**src/rtl/pipe_ctrl_pkg.sv**
```systemverilog
// Shared constants for the 5-stage pipeline sequencer: FSM state encodings,
// the hard-wired zero register and pipeline-register indices.
package pipe_ctrl_pkg;

  typedef logic [1:0] state_t;

  localparam state_t ST_BOOT     = 2'd0;
  localparam state_t ST_RUN      = 2'd1;
  localparam state_t ST_MEM_WAIT = 2'd2;

  localparam logic [4:0] REG_X0 = 5'd0;

  // Bit positions of L1..L4 inside the block/clear vectors.
  localparam int STG_L1 = 0;
  localparam int STG_L2 = 1;
  localparam int STG_L3 = 2;
  localparam int STG_L4 = 3;

endpackage

```
**src/rtl/lu_hazard_det.sv**
```systemverilog
// Load-use hazard compare: the ID instruction reads the register a load in EX
// is about to write, so it must wait one cycle for the loaded data.
module lu_hazard_det
  import pipe_ctrl_pkg::*;
(
  input  logic [4:0] rd_l2,
  input  logic       ins_load_l2,
  input  logic [4:0] rs1_l1,
  input  logic [4:0] rs2_l1,
  input  logic       use_rs1_l1,
  input  logic       use_rs2_l1,
  output logic       lu_hit
);

  logic w_rs1_match;
  logic w_rs2_match;

  assign w_rs1_match = use_rs1_l1 && (rs1_l1 == rd_l2);
  assign w_rs2_match = use_rs2_l1 && (rs2_l1 == rd_l2);

  // x0 is never really written, so a load targeting it cannot create a dependency.
  assign lu_hit = ins_load_l2 && (rd_l2 != REG_X0) && (w_rs1_match || w_rs2_match);

endmodule

```
**src/rtl/pipe_hazard_ctrl.sv**
```systemverilog
// Pipeline sequencer: boot hold, load-use stall, EX-redirect flush and
// data-memory wait freeze with timeout, plus stall/flush performance counters.
module pipe_hazard_ctrl
  import pipe_ctrl_pkg::*;
#(
  parameter int BOOT_CYCLES = 4,
  parameter int MEM_TIMEOUT = 255,
  parameter int CNT_W       = 32
) (
  input  logic             clk,
  input  logic             rst,
  input  logic [4:0]       rd_l2,
  input  logic             ins_load_l2,
  input  logic [4:0]       rs1_l1,
  input  logic [4:0]       rs2_l1,
  input  logic             use_rs1_l1,
  input  logic             use_rs2_l1,
  input  logic             redirect_ex,
  input  logic             dmem_req_l3,
  input  logic             dmem_ready,
  output logic             block_pc,
  output logic             block_l1,
  output logic             block_l2,
  output logic             block_l3,
  output logic             block_l4,
  output logic             clear_l1,
  output logic             clear_l2,
  output logic             clear_l3,
  output logic             clear_l4,
  output logic             mem_err,
  output logic [CNT_W-1:0] stall_cnt,
  output logic [CNT_W-1:0] flush_cnt
);

  localparam int BW = (BOOT_CYCLES > 1) ? $clog2(BOOT_CYCLES) : 1;
  localparam int WW = $clog2(MEM_TIMEOUT + 1);
  localparam logic [BW-1:0] BOOT_LAST    = BW'(BOOT_CYCLES - 1);
  localparam logic [WW-1:0] WAIT_MAX     = WW'(MEM_TIMEOUT);
  localparam logic [WW-1:0] TIMEOUT_LAST = WW'(MEM_TIMEOUT - 1);

  state_t           r_state;
  logic [BW-1:0]    r_boot_cnt;
  logic [WW-1:0]    r_wait_cnt;
  logic             r_mem_err;
  logic [CNT_W-1:0] r_stall_cnt;
  logic [CNT_W-1:0] r_flush_cnt;

  state_t     w_state_nxt;
  logic       w_lu_hit;
  logic       w_block_pc;
  logic [3:0] w_blk;
  logic [3:0] w_clr;
  logic       w_flush;
  logic       w_wait_inc;
  logic       w_wait_clr;

  lu_hazard_det u_lu_det (
    .rd_l2       (rd_l2),
    .ins_load_l2 (ins_load_l2),
    .rs1_l1      (rs1_l1),
    .rs2_l1      (rs2_l1),
    .use_rs1_l1  (use_rs1_l1),
    .use_rs2_l1  (use_rs2_l1),
    .lu_hit      (w_lu_hit)
  );

  always_comb begin
    // NOTE: every signal gets a default before the case so no path leaves one unassigned (no latch).
    w_state_nxt = r_state;
    w_block_pc  = 1'b0;
    w_blk       = '0;
    w_clr       = '0;
    w_flush     = 1'b0;
    w_wait_inc  = 1'b0;
    w_wait_clr  = 1'b0;
    case (r_state)
      ST_BOOT: begin
        w_block_pc = 1'b1;
        w_clr      = '1;
        if (r_boot_cnt == BOOT_LAST) w_state_nxt = ST_RUN;
      end
      ST_RUN: begin
        if (dmem_req_l3 && !dmem_ready) begin
          w_block_pc                                = 1'b1;
          {w_blk[STG_L1], w_blk[STG_L2], w_blk[STG_L3]} = 3'b111;
          w_clr[STG_L4]                             = 1'b1;
          w_wait_inc                                = 1'b1;
          w_state_nxt                               = ST_MEM_WAIT;
        end else if (redirect_ex) begin
          // The ID instruction is squashed too, so any load-use hit on it is moot.
          w_clr[STG_L1] = 1'b1;
          w_clr[STG_L2] = 1'b1;
          w_flush       = 1'b1;
        end else if (w_lu_hit) begin
          w_block_pc    = 1'b1;
          w_blk[STG_L1] = 1'b1;
          w_clr[STG_L2] = 1'b1;
        end
      end
      ST_MEM_WAIT: begin
        if (!dmem_ready) begin
          w_block_pc                                = 1'b1;
          {w_blk[STG_L1], w_blk[STG_L2], w_blk[STG_L3]} = 3'b111;
          w_clr[STG_L4]                             = 1'b1;
          w_wait_inc                                = 1'b1;
        end else begin
          w_wait_clr  = 1'b1;
          w_state_nxt = ST_RUN;
        end
      end
      default: w_state_nxt = ST_BOOT;
    endcase
  end

  always_ff @(posedge clk) begin
    // NOTE: sequential state uses non-blocking assignments so every register samples pre-edge values.
    if (rst) begin
      r_state     <= ST_BOOT;
      r_boot_cnt  <= '0;
      r_wait_cnt  <= '0;
      r_mem_err   <= 1'b0;
      r_stall_cnt <= '0;
      r_flush_cnt <= '0;
    end else begin
      r_state <= w_state_nxt;
      if (r_state == ST_BOOT) r_boot_cnt <= r_boot_cnt + 1'b1;
      if (w_wait_clr) begin
        r_wait_cnt <= '0;
      end else if (w_wait_inc && (r_wait_cnt != WAIT_MAX)) begin
        r_wait_cnt <= r_wait_cnt + 1'b1;
      end
      // Flag rises on the edge where the wait count reaches the timeout.
      if (w_wait_inc && (r_wait_cnt == TIMEOUT_LAST)) r_mem_err <= 1'b1;
      if (w_block_pc && (r_state != ST_BOOT)) r_stall_cnt <= r_stall_cnt + 1'b1;
      if (w_flush) r_flush_cnt <= r_flush_cnt + 1'b1;
    end
  end

  assign block_pc  = w_block_pc;
  assign block_l1  = w_blk[STG_L1];
  assign block_l2  = w_blk[STG_L2];
  assign block_l3  = w_blk[STG_L3];
  assign block_l4  = w_blk[STG_L4];
  assign clear_l1  = w_clr[STG_L1];
  assign clear_l2  = w_clr[STG_L2];
  assign clear_l3  = w_clr[STG_L3];
  assign clear_l4  = w_clr[STG_L4];
  assign mem_err   = r_mem_err;
  assign stall_cnt = r_stall_cnt;
  assign flush_cnt = r_flush_cnt;

endmodule
```
**config.mk**
```make
export PLATFORM = sky130hd
export DESIGN_NAME = pipe_hazard_ctrl
export DESIGN_NICKNAME = d
export VERILOG_FILES = /design/src/rtl/pipe_ctrl_pkg.sv /design/src/rtl/lu_hazard_det.sv /design/src/rtl/pipe_hazard_ctrl.sv
export SDC_FILE = /design/constraint.sdc
export NUM_CORES = 1
export LEC_CHECK = 0
export ABC_CLOCK_PERIOD_IN_PS = 3000
export CAP_MARGIN = 10
export CORE_MARGIN = 8
export CORE_UTILIZATION = 50
export DETAILED_ROUTE_END_ITERATION = 7
export PLACE_DENSITY = 0.78
export SYNTH_ARGS = -nofsm -noshare
export SYNTH_HDL_FRONTEND = slang
export SYNTH_HIERARCHICAL = 1
export SYNTH_SLANG_ARGS = --single-unit
```
**constraint.sdc**
```tcl
create_clock -name clk -period 3 [get_ports clk]
set_input_delay 0.3 -clock clk [delete_from_list [all_inputs] [get_ports clk]]
set_output_delay 0.3 -clock clk [all_outputs]
set_load 0.005 [all_outputs]
```
==> flow_summary_export.csv <==
group,metric,value,unit
cts,clock_path_buffers,2,
die,fp-row-count,32,
placed_design,post_dp_cell_area,5110,um^2
cts,cts_tree,"built",
sta,finalCriticalPeriod,2.71,ns
cts,clkSinkCount,77,
sta,finalClockSkew,0.00956,ns
die,fp.dieW,106,um
sta,finalHoldViolations,0,
grt,grt_start_max_net_pins,41,
sta,fmax,369,MHz
finish,synthToLayoutAreaGrowth,32.5,%
synthesis,async_flop_share,0,
setup_path,r2r-start,"r_state[0]",
synthesis,ys_warn_count,6,
die,start_util,0.517,
setup_path,crit_fanout,9,
synthesis,postSynthAreaPerCell,8.57,um^2
cts,cts_buffers,9,
grt,grt_pass1_wl,17300,um
setup_path,critPathLaunchType,"input port",
cts,root_buffer,"clkbuf_8",
die,die_height,106,um
job,cap_violations,0,
setup_path,worstPathRequired,3.29,ns
sta,setup_tns,0,ns
routing,first_pass_iters,7,
placed_design,port_buffers,95,
worst_hold_path,hp-start,"rst",
finish,num_antenna_cells,0,
setup_path,r2r_cells,7,
sta,finalCritPeriodShare,0.904,
routing,viasPerCell,5.53,
finish,final_nets,600,
power,p_leak,1.88,nW
grt,grt_pass1_vias,3595,
setup_path,r2r-end,"stall_cnt[28]",
setup_path,reg2reg_slack,0.61,ns
synthesis,ys_ff_latch,77,
cts,ctsHoldBuffers,0,
sta,worst_pin_slew,0.646,ns
finish,postLayoutCellArea,5320,um^2
routing,drt-initial-drc-count,121,
grt,gr-max-usage-layer,"met2",
synthesis,yosysUniqueCellTypes,51,
sta,setup_viol,0,
synthesis,syn-num-nets,500,
cts,clk_latency,0.35,ns
die,core-area,7770,um^2
synthesis,ys_seq_area_frac,0.384,
placed_design,dp_hpwl,7650,um
grt,grtUsageMet2,0.317,
worst_hold_path,worst_hold_path.endpoint,"stall_cnt[27]",
grt,grt_overflow_total,0,
setup_path,crit_arrival,3.00,ns
synthesis,synth_area,4010,um^2
status,status,"finished clean",
cts,clkTransAtPathRegs,0.09,ns
setup_path,end_kind,"flop",
routing,vias,3733,
cts,cts_setup_buffers,0,
worst_hold_path,hold_path_class,"in -> reg",
cts,htreeDepth,3,
sta,finalMaxSlewViolations,0,
grt,grtUsageMet1,0.223,
sta,maxSlewHeadroom,0.570,
setup_path,crit_chain,"clkdlybuf4s50_1, xor2_1, nor4_1, nand3_1, a21oi_2, nor2b_4, o21ai_1, buf_4, a2111o_1, or4_1, a21oi_1",
power,power_density,433,nW/um^2
die,io_pins,97,
setup_path,crit_type,"in -> reg",
routing,ant_nets,0,
finish,nFillCells,655,
synthesis,synth_cells,468,
power,irDropWorstVdd,0.000395,V
grt,grtUsageTotal,0.184,
finish,drive_gt1_frac,0.0820,
grt,grtUsageMet3,0.0457,
cts,cts-resized-gates,0,
routing,wire_per_inst,15.7,um
worst_hold_path,whs_path_depth,2,
finish,finish.utilization,0.684,
placed_design,gp_congestion,0.844,
grt,antenna_found_initial,0,
setup_path,crit_slowest_cell,"a2111o_1",
die,die_area,11100,um^2
routing,wl,10600,um
synthesis,ys.flop_type,"dfxtp_1",
synthesis,synth_edf_count,0,
routing,drc,0,
power,power,0.00230,W
setup_path,slowest_delay,0.48,ns
sta,grt_setup_unrepaired,"no",
[routing by layer]
layer  share of wire  vias up
li1                -     1838
met1            0.44     1796
met2            0.50       93
met3           0.055        6
met4          0.0071        0
met5               0        -
[synthesized netlist by cell type, types with 3 or more instances]
| cell type | count | area share |
|---|---|---|
| a2111oi_1 | 4 | 0.010 |
| a211oi_1 | 8 | 0.015 |
| a21oi_1 | 18 | 0.022 |
| and2_1 | 7 | 0.011 |
| and3_1 | 12 | 0.019 |
| and4_1 | 9 | 0.020 |
| clkbuf_1 | 13 | 0.012 |
| dfxtp_1 | 77 | 0.38 |
| ha_1 | 9 | 0.028 |
| inv_1 | 13 | 0.012 |
| mux2_2 | 3 | 0.0084 |
| mux2i_1 | 3 | 0.0075 |
| nand2_1 | 26 | 0.024 |
| nand2b_1 | 4 | 0.0062 |
| nand3_1 | 25 | 0.031 |
| nand4_1 | 27 | 0.042 |
| nor2_1 | 80 | 0.075 |
| nor2b_1 | 7 | 0.011 |
| nor3_1 | 5 | 0.0062 |
| o21ai_0 | 6 | 0.0075 |
| or3_1 | 5 | 0.0078 |
| or4_1 | 4 | 0.0075 |
| xnor2_1 | 28 | 0.061 |
| xor2_1 | 40 | 0.087 |
[final cells by class]
class / instances / area (um^2) / area share
well taps: 102 / 128 / 0.0240
clock buffers: 10 / 128 / 0.0240
inverters: 13 / 48.8 / 0.00918
clock inverters: 6 / 63.8 / 0.0120
multi-input cells: 359 / 2340 / 0.441
flip-flops and latches: 77 / 1540 / 0.290
repair buffers: 108 / 1060 / 0.200
[cell families after synthesis]
family,synth area share
simple gates,0.287
flops,0.384
xor+xnor,0.148
compound gates,0.101
buf+inv,0.0343
fa+ha+maj,0.0281
mux,0.0159
other cells,0.000935
[through the flow]
stage	hold WS, ns	setup slack [ns]	std cells
after global routing	0.496	0.152	675
final	0.454	0.288	675
after CTS	0.457	0.0146	675
after detailed placement	0.474	-0.0736	659
after global placement	0.464	-0.0298	659
after floorplan	0.465	0.578	468
[worst max path at each step]
| stage | slack [ns] | end | start |
|---|---|---|---|
| after floorplan | 0.58 | stall_cnt[22] | rd_l2[0] |
| after global placement | -0.03 | stall_cnt[22] | rd_l2[0] |
| after detailed placement | -0.07 | stall_cnt[22] | rd_l2[0] |
| after CTS | 0.01 | block_pc | rd_l2[0] |
| after global routing | 0.15 | stall_cnt[22] | rd_l2[0] |
| final | 0.29 | stall_cnt[22] | rd_l2[1] |
[flip-flops by register name, summed over array words and instances (netlist names)]
signal	cells
r_boot_cnt	2
r_state	2
stall_cnt	32
r_wait_cnt	8
flush_cnt	32
mem_err	1
[report_power, final]
group          internal [W]  switching [W]  total (W)
Clock              0.000383       0.000402   0.000785
Combinational      0.000212       0.000231   0.000443
Sequential          0.00105      0.0000234    0.00107
Total               0.00164       0.000657    0.00230
[layout by cell type, fill, tap and decap left out, types with 2 or more instances in the layout]
master            n
or4_1             4
buf_4            12
mux2i_1           3
a21boi_0          2
dlymetal6s2s_1    2
ha_1              9
nand3_1          25
and3_1           12
a31o_2            2
nand4_1          27
clkinv_2          2
nand2b_1          4
a211oi_1          8
o21ai_1           2
nor4_2            2
nor2_1           80
a2111oi_1         4
nor2b_1           6
nand2_1          26
xor2_1           40
clkbuf_8          9
a21o_1            2
nor3_1            5
clkdlybuf4s50_1  92
dfxtp_1          77
xnor2_1          28
and2_1            7
o21ai_0           6
inv_1            13
or3_1             5
a2111oi_2         2
clkinvlp_4        2
mux2_2            3
a21oi_1          17
and4_1            9
[worst max-delay path, delay by kind of cell]
family / cells / cell delay (ns)
AND/OR/NAND/NOR: 4 / 1.02
AO/OA/AOI/OAI: 4 / 0.84
buffers and inverters: 2 / 0.64
XOR/XNOR: 1 / 0.18
Power figures use the tool's default switching activity.
